File: config.mk
export PLATFORM = sky130hd
export DESIGN_NAME = stream_record_player
export DESIGN_NICKNAME = d
export VERILOG_FILES = /design/src/rtl/stream_record_player.sv
export SDC_FILE = /design/constraint.sdc
export NUM_CORES = 2
export LEC_CHECK = 0
export CAP_MARGIN = 20
export CORE_MARGIN = 3
export CORE_UTILIZATION = 55
export DETAILED_ROUTE_END_ITERATION = 10
export PLACE_DENSITY = 0.73
export SKIP_CTS_REPAIR_TIMING = 1
export SLEW_MARGIN = 20
export SYNTH_ARGS = -nofsm -noshare
export SYNTH_HDL_FRONTEND = slang
export SYNTH_SLANG_ARGS = --single-unit
File: constraint.sdc
create_clock -name clk -period 3.7 [get_ports clk]
set_clock_uncertainty 0.15 [all_clocks]
set_input_delay 0.74 -clock clk [delete_from_list [all_inputs] [get_ports clk]]
set_output_delay 0.74 -clock clk [all_outputs]
set_load 0.05 [all_outputs]
File: src/rtl/stream_record_player.sv
// stream_record_player
// AXI4-Stream capture/replay buffer. Records one packet from the input stream
// into on-chip memory, then replays it on the output stream on command.
// Optional looped replay is enabled by defining STREAM_LOOP_EN; without it the
// loop input is accepted but ignored and every replay is single-shot.
module stream_record_player #(
    parameter int DATA_WIDTH = 8,
    parameter int ADDR_WIDTH = 8
) (
    input  logic                  clk,
    input  logic                  reset,
    input  logic                  record,
    input  logic                  play,
    input  logic                  loop,
    input  logic [DATA_WIDTH-1:0] in_data,
    input  logic                  in_valid,
    input  logic                  in_last,
    output logic                  in_ready,
    output logic [DATA_WIDTH-1:0] out_data,
    output logic                  out_valid,
    output logic                  out_last,
    input  logic                  out_ready,
    output logic [ADDR_WIDTH:0]   stored_len,
    output logic                  overflow,
    output logic                  busy
);

    localparam int                  DEPTH    = 1 << ADDR_WIDTH;
    localparam logic [ADDR_WIDTH:0] PTR_ONE  = {{ADDR_WIDTH{1'b0}}, 1'b1};
    localparam logic [ADDR_WIDTH:0] LAST_IDX = {1'b0, {ADDR_WIDTH{1'b1}}};

`ifdef STREAM_LOOP_EN
    localparam bit LOOP_EN = 1'b1;
    logic loop_req;
    assign loop_req = loop;
`else
    localparam bit LOOP_EN = 1'b0;
    logic loop_req;
    // loop has no effect in the single-shot build
    assign loop_req = 1'b0 & loop;
`endif

    typedef enum logic [1:0] {
        REC_IDLE,
        REC_CAPTURE,
        REC_DONE
    } rec_state_t;

    typedef enum logic [1:0] {
        PLAY_IDLE,
        PLAY_RUN,
        PLAY_DONE
    } play_state_t;

    rec_state_t             rec_state, rec_next;
    play_state_t            play_state, play_next;

    logic [DATA_WIDTH-1:0]  mem [DEPTH];
    logic [ADDR_WIDTH:0]    wr_ptr;
    logic [ADDR_WIDTH:0]    rd_ptr;
    logic [ADDR_WIDTH:0]    last_ptr;

    logic                   in_accept;
    logic                   out_hs;

    // Read pipeline: stage 1 is the registered memory read, stage 2 the output register
    logic [DATA_WIDTH-1:0]  rdata;
    logic                   rlast;
    logic                   rvalid;
    logic                   load_out;
    logic                   adv_rd;
    logic                   issue;

    assign in_ready  = (rec_state == REC_CAPTURE);
    assign in_accept = in_valid & in_ready;
    assign out_hs    = out_valid & out_ready;
    assign busy      = !((rec_state == REC_IDLE) && (play_state == PLAY_IDLE));
    assign last_ptr  = stored_len - PTR_ONE;

    // The output register may load when empty or when its beat is being taken;
    // the read stage may advance when empty or when it can hand over its beat.
    assign load_out  = !out_valid || out_ready;
    assign adv_rd    = !rvalid || load_out;
    assign issue     = (play_state == PLAY_RUN) && adv_rd && (rd_ptr < stored_len);

    // Recorder next-state logic
    always_comb begin
        // NOTE: next state defaults to the current state before any branch so no latch is inferred.
        rec_next = rec_state;
        if (!record) begin
            rec_next = REC_IDLE;
        end else begin
            case (rec_state)
                REC_IDLE: begin
                    if (play_state == PLAY_IDLE) rec_next = REC_CAPTURE;
                end
                REC_CAPTURE: begin
                    if (in_accept && (in_last || (wr_ptr == LAST_IDX))) rec_next = REC_DONE;
                end
                REC_DONE: rec_next = REC_DONE;
                default:  rec_next = REC_IDLE;
            endcase
        end
    end

    // Recorder state, write pointer, stored length and overflow flag
    always_ff @(posedge clk or posedge reset) begin
        if (reset) begin
            // NOTE: sequential state uses non-blocking assignments so every register samples pre-edge values.
            rec_state  <= REC_IDLE;
            wr_ptr     <= '0;
            stored_len <= '0;
            overflow   <= 1'b0;
        end else begin
            rec_state <= rec_next;
            if ((rec_state != REC_CAPTURE) && (rec_next == REC_CAPTURE)) begin
                wr_ptr   <= '0;
                overflow <= 1'b0;
            end else if (in_accept) begin
                wr_ptr <= wr_ptr + PTR_ONE;
            end
            // Leaving capture (done, full or aborted) latches the beats accepted so far,
            // including a beat accepted on this very edge.
            if ((rec_state == REC_CAPTURE) && (rec_next != REC_CAPTURE)) begin
                stored_len <= wr_ptr + {{ADDR_WIDTH{1'b0}}, in_accept};
                if (in_accept && (wr_ptr == LAST_IDX) && !in_last) overflow <= 1'b1;
            end
        end
    end

    // Player next-state logic
    always_comb begin
        play_next = play_state;
        if (!play) begin
            play_next = PLAY_IDLE;
        end else begin
            case (play_state)
                PLAY_IDLE: begin
                    // A pending or active recording always takes priority over playback
                    if (!record && (rec_state != REC_CAPTURE)) begin
                        play_next = (stored_len == '0) ? PLAY_DONE : PLAY_RUN;
                    end
                end
                PLAY_RUN: begin
                    if (out_hs && out_last && !loop_req) play_next = PLAY_DONE;
                end
                PLAY_DONE: play_next = PLAY_DONE;
                default:   play_next = PLAY_IDLE;
            endcase
        end
    end

    // Player state, read pointer and the two-stage output pipeline
    always_ff @(posedge clk or posedge reset) begin
        if (reset) begin
            play_state <= PLAY_IDLE;
            rd_ptr     <= '0;
            rvalid     <= 1'b0;
            out_valid  <= 1'b0;
            out_last   <= 1'b0;
            out_data   <= '0;
        end else begin
            play_state <= play_next;
            if (play_next != PLAY_RUN) begin
                // Stopping or finishing empties the pipeline, dropping any
                // beat fetched ahead for a next loop iteration.
                rd_ptr    <= '0;
                rvalid    <= 1'b0;
                out_valid <= 1'b0;
                out_last  <= 1'b0;
            end else begin
                // In the loop build the read pointer wraps ahead of time so
                // iterations run back-to-back; a dropped loop flushes it.
                if (issue) rd_ptr <= (LOOP_EN && (rd_ptr == last_ptr)) ? '0 : rd_ptr + PTR_ONE;
                if (adv_rd) rvalid <= issue;
                if (load_out) begin
                    out_valid <= rvalid;
                    out_last  <= rvalid & rlast;
                    if (rvalid) out_data <= rdata;
                end
            end
        end
    end

    // Packet buffer: write on accepted input beats, registered read for playback
    always_ff @(posedge clk) begin
        // NOTE: the buffer is deliberately not reset; stored_len=0 makes stale contents unreachable.
        if (in_accept) mem[wr_ptr[ADDR_WIDTH-1:0]] <= in_data;
        if (issue) begin
            rdata <= mem[rd_ptr[ADDR_WIDTH-1:0]];
            rlast <= (rd_ptr == last_ptr);
        end
    end

endmodule

After elaboration in Yosys (flattened, before gate mapping)
Memories as Yosys holds them, arrays and structs flattened. A register that Yosys moved wholly into a read port is not among the register bits.
Cells that the tools add are included.
W data, S select, Z words.
- flip-flop bits (word level): 44
- RAM bits: 2048
- input port bits: 16
- output and inout bits: 22
- word-level logic and storage cells: 81
- memories: 1
- add/subtract/negate cells: 4
- order comparisons: 1
- equal/unequal tests: 10
- muxes and demuxes: 24
- bitwise logic cells: 4
- reductions and logical operators: 26
- memory list (name ; words ; width ; read ports ; clocked after memory_dff ; write ports ; line ; text):
    mem ; 256 ; 8 ; 1 ; 1 ; 1 ; 58 ; logic [DATA_WIDTH-1:0] mem [DEPTH];
- operator list (operator ; count):
    $mux W9 ; 4
    $add A9 B1 Y9 const B ; 2
    $mux W2 ; 7
    $pmux W2 S3 ; 2
    $mux W1 ; 11
    $logic_and A1 B1 Y1 ; 10
    $add A9 B1 Y9 ; 1
    $eq A9 B8 Y1 const B ; 1
    $eq A9 B9 Y1 ; 1
    $logic_not A9 Y1 ; 1
    $lt A9 B9 Y1 ; 1
    $sub A9 B1 Y9 const B ; 1
    $reduce_bool A2 Y1 ; 4
    $eq A2 B1 Y1 const B ; 3
    $ne A2 B1 Y1 const B ; 3
    $logic_not A1 Y1 ; 5
    $eq A2 B2 Y1 const B ; 2
    $logic_not A2 Y1 ; 2
    $and A1 B1 Y1 ; 3
    $logic_or A1 B1 Y1 ; 3
    $reduce_and A3 Y1 ; 1
    $not A1 Y1 ; 1

Logic depth before layout (Yosys ltp)
- depth after elaboration: 11
- mapped depth: 17
- gate-level depth less buffers: 11

Least setup slack after synthesis
OpenSTA, ideal clock, no wires.
- path type: flip-flop to flip-flop
- from: register rd_ptr[0]
- to: register rdata[0], read port of mem, enable pin
- library setup time: 0.377 ns
- arrival: 3.034 ns
- data required time: 3.173 ns
- slack: 0.138 ns
- stages on the path, launching flop included: 17
- buffers on the path: 7
- period minus slack after synthesis: 3.562 ns
- cell sequence: dfrtp_1 buf_4 buf_6 buf_6 buf_6 buf_6 buf_6 inv_2 ha_1 nor2b_1 o21a_1 o21a_1 o21a_1 o21ai_0 a21oi_1 clkbuf_1 nor2_1
- word-level cells in the longest chain between the ends: 2
- RTL lines (what ; line ; text):
    from (decl) ; 60 ; logic [ADDR_WIDTH:0] rd_ptr;
    from (signal assigned) ; 174 ; if (issue) rd_ptr <= (LOOP_EN && (rd_ptr == last_ptr)) ? '0 : rd_ptr + PTR_ONE;
    $lt A9 B9 Y1 ; 84 ; assign issue = (play_state == PLAY_RUN) && adv_rd && (rd_ptr < stored_len);
    $logic_and A1 B1 Y1 ; 84 ;
    net issue ; 72 ; logic issue;
    to (decl) ; 67 ; logic [DATA_WIDTH-1:0] rdata;
The timed path passes the listed nets, and every way through them passes these cells.
A chain may end at the register's enable or synchronous reset.

Worst setup path in the final report
- from: register rd_ptr[0]
- to: register rdata[0], read port of mem (data pin)
- word-level cells in the longest chain between the ends: 2
- RTL lines (what ; line):
    $lt A9 B9 Y1 ; 84
    $logic_and A1 B1 Y1 ; 84
Parallel ways exist; a longest one is shown, timed or not.

==> flow_summary_export.csv <==
group,metric,value,unit
worst_setup_path,crit_path_max_fanout,34,
drt,drc,0,
synthesis,ys_seq_area_share,76.4,%
sta,hold_viol_final,0,
sta,finalSetupViolCount,0,
final_layout,final_nets,4516,
final_layout,final_cell_mix,"edfxtp_1, mux4_2, buf_4, nor2_1, clkbuf_16",
drt,route.vias.total,42900,
synthesis,syn_area_per_cell,20.8,um2
worst_setup_path,cp_data_arrival_time,4.10,ns
floorplanning,coreArea,148000,um2
sta,holdWs,0.250,ns
status,outcome,"completed",
drt,wl_per_cell,31.5,um
floorplanning,boundaryPins,38,
sta,worst_pin_slew,1.05,ns
clock_network,cts_num_sinks,2100,
global_routing,gr-usage-met3,6.64,%
floorplanning,die_h,393,um
worst_setup_path,critPathRequiredTime,4.15,ns
clock_network,clk_pin_slew,0.06,ns
final_layout,area_growth,15.5,%
worst_setup_path,r2r_start,"rd_ptr[0]",
synthesis,syn_nets,3986,
place,io_buffers,36,
clock_network,tritoncts,"yes",
place,dp_hpwl,130000,um
synthesis,synth.distinct_cells,61,
clock_network,cts_max_level,4,
worst_setup_path,reg2reg_slack,0.04,ns
synthesis,synth_seq_cells,2100,
power_and_ir_drop,ir_drop,0.540,mV
global_routing,grt_pass1_wl,302000,um
global_routing,grt_max_degree,104,
final_layout,drive_above_1_share,29.4,%
global_routing,grt_overflow,0,
floorplanning,num_rows,141,
sta,finalCritPeriodShare,98.8,%
drt,via_per_inst,6.53,
clock_network,cts_buffers,197,
sta,tns,0,ns
synthesis,syn-cell-area,82300,um2
worst_setup_path,crit_type,"flip-flop to flip-flop",
sta,fmax,274,MHz
synthesis,synth_edf_count,2057,
synthesis,async_reset_ff_share,2.05,%
drt,firstDrtPassIters,8,
global_routing,grt_use_met1,39.5,%
clock_network,clock_latency,0.83,ns
run,max-cap-violations,0,
worst_setup_path,crit_path_end,"rdata[0]",
global_routing,grt_pass1_vias,42400,
final_layout,nFillCells,9528,
floorplanning,initial_core_util,55.5,%
drt,ant_nets,0,
global_routing,grt_antenna_before_repair,12,
worst_setup_path,cp-end-kind,"flip-flop",
synthesis,synth.area.top_cells,"edfxtp_1, mux4_2, mux2i_1",
sta,slew_headroom,29.8,%
worst_setup_path,startpoint_type,"flip-flop",
final_layout,multi_input_area,18100,um2
synthesis,synth-warning-count,0,
synthesis,syn_inst,3952,
sta,rsz0062_at_grt,"false",
synthesis,yosysTopAreaCellShare,75.1,%
sta,fin_crit,3.66,ns
place,globalplace.congestion,0.898,
synthesis,ys.flop_type,"edfxtp_1",
synthesis,yosysTopAreaCell,"edfxtp_1",
final_layout,final_common_cell,"edfxtp_1",
clock_network,cts_root_buf,"clkbuf_16",
worst_setup_path,worstReg2RegEnd,"rdata[0]",
clock_network,cts_buffer_depth,3,
floorplanning,die_area,154000,um2
global_routing,busiest_layer,"met2",
floorplanning,die_w,393,um
global_routing,grt_use_total,27.5,%
drt,dr.first_iter.drc_count,6127,
drt,postRouteWirelength,207000,um
power_and_ir_drop,powerDensity,514,nW/um2
final_layout,seq_area,62900,um2
worst_setup_path,reg2reg_depth,9,
worst_hold_path,hold_path_class,"input pin to flip-flop",
sta,timing.final.max_slew_violations,0,
power_and_ir_drop,p_leak,29.9,nW
global_routing,grt_use_met2,41.4,%
worst_setup_path,cp-startpoint,"rd_ptr[0]",
sequential cells by signal, summed over array words and instances, names as in the netlist, 2 cells and up:
register,count
rdata,8
rec_state,2
out_data,8
rd_ptr,9
play_state,2
mem,2048
stored_len,9
wr_ptr,9
power by group:
part	total [mW]	internal (mW)	switching (mW)
Clock	20.1	11.5	8.64
Combinational	2.39	0.853	1.54
Sequential	26.3	26.2	0.119
Total	48.8	38.5	10.3
layout make-up:
cell class | count | area share (%)
tap | 1930 | 2.54
clock buffer | 239 | 5.42
sequential | 2100 | 66.2
antenna | 2 | 0.00527
inverter | 26 | 0.111
clock inverter | 121 | 1.33
timing repair buffer | 560 | 5.30
multi-input combinational | 1597 | 19.1
cells in the mapped netlist (all sizes together) (3+ instances only):
master   count
a221o        5
o211ai       5
nor3b        5
nand4       10
mux2        16
and2         7
a22o         9
a2111oi      3
o31ai        8
xor2        11
or3          5
o2111ai      3
a31oi       10
nand2b       5
a211o        6
nand2      150
a311oi       6
a221oi      25
nor4         9
a21oi       63
nand3       33
a22oi       26
a211oi      10
ha          18
o21ai       64
nor2       314
and3         3
o221ai      11
mux4       514
or4          6
nor2b       12
clkbuf     107
nor3        12
o41ai        4
inv         24
xnor2       10
buf        122
edfxtp    2057
o22ai       26
mux2i      151
o21a         4
nand3b       3
dfrtp       43
metal layers:
layer  part of all wire [%]  wire length, um  up-vias
met5                  0.017               35        -
li1                       -                -    17400
met3                     12            24700      441
met4                    3.9             8150        6
met2                     47            96600     2724
met1                     38            77900    22300
kinds of logic after synthesis:
logic type                 count (synthesis)  share of synthesized area [%]
xor gates and xnor gates                  21                          0.224
and+or+nand+nor                          579                           2.97
DFF                                     2100                           76.4
buffers and inverters                    255                           1.58
adders and majority gates                 18                          0.274
AOI/OAI and AO/OA                        298                           2.42
muxes                                    681                           16.1
stage by stage:
step	setup slack [ns]	power, mW	area, um2	util (%)	std cells
4_1_cts	0.00634	49.1	95000	64.1	6573
3_3_place_gp	0.0162	29.1	88600	59.8	6213
5_1_grt	0.00312	50.1	95000	64.1	6573
3_5_place_dp	0.0912	29.2	88600	59.8	6213
2_1_floorplan	0.138	28.1	82300	-	3952
6_report	0.0444	48.8	95000	64.1	6575
worst min-delay path by stage:
stage,slack [ns],end,startpoint,cells after the start
2_1_floorplan,0.30,out_data[0],rdata[0],1
3_3_place_gp,0.34,out_data[0],out_data[0],1
3_5_place_dp,0.35,out_data[1],out_data[1],1
4_1_cts,0.17,mem[34][6],in_data[6],1
5_1_grt,0.22,mem[34][6],in_data[6],1
6_report,0.25,mem[34][6],in_data[6],1
worst max-delay path, stage by stage (launching register included):
cell,delay [ns]
dfrtp_4,0.57
buf_12,0.30
mux4_2,0.56
mux4_2,0.54
mux2i_1,0.42
nor2_1,0.10
nor4_1,0.19
a311oi_1,0.09
buf_4,0.17
a211o_1,0.27
Power figures use the tool's default switching activity.
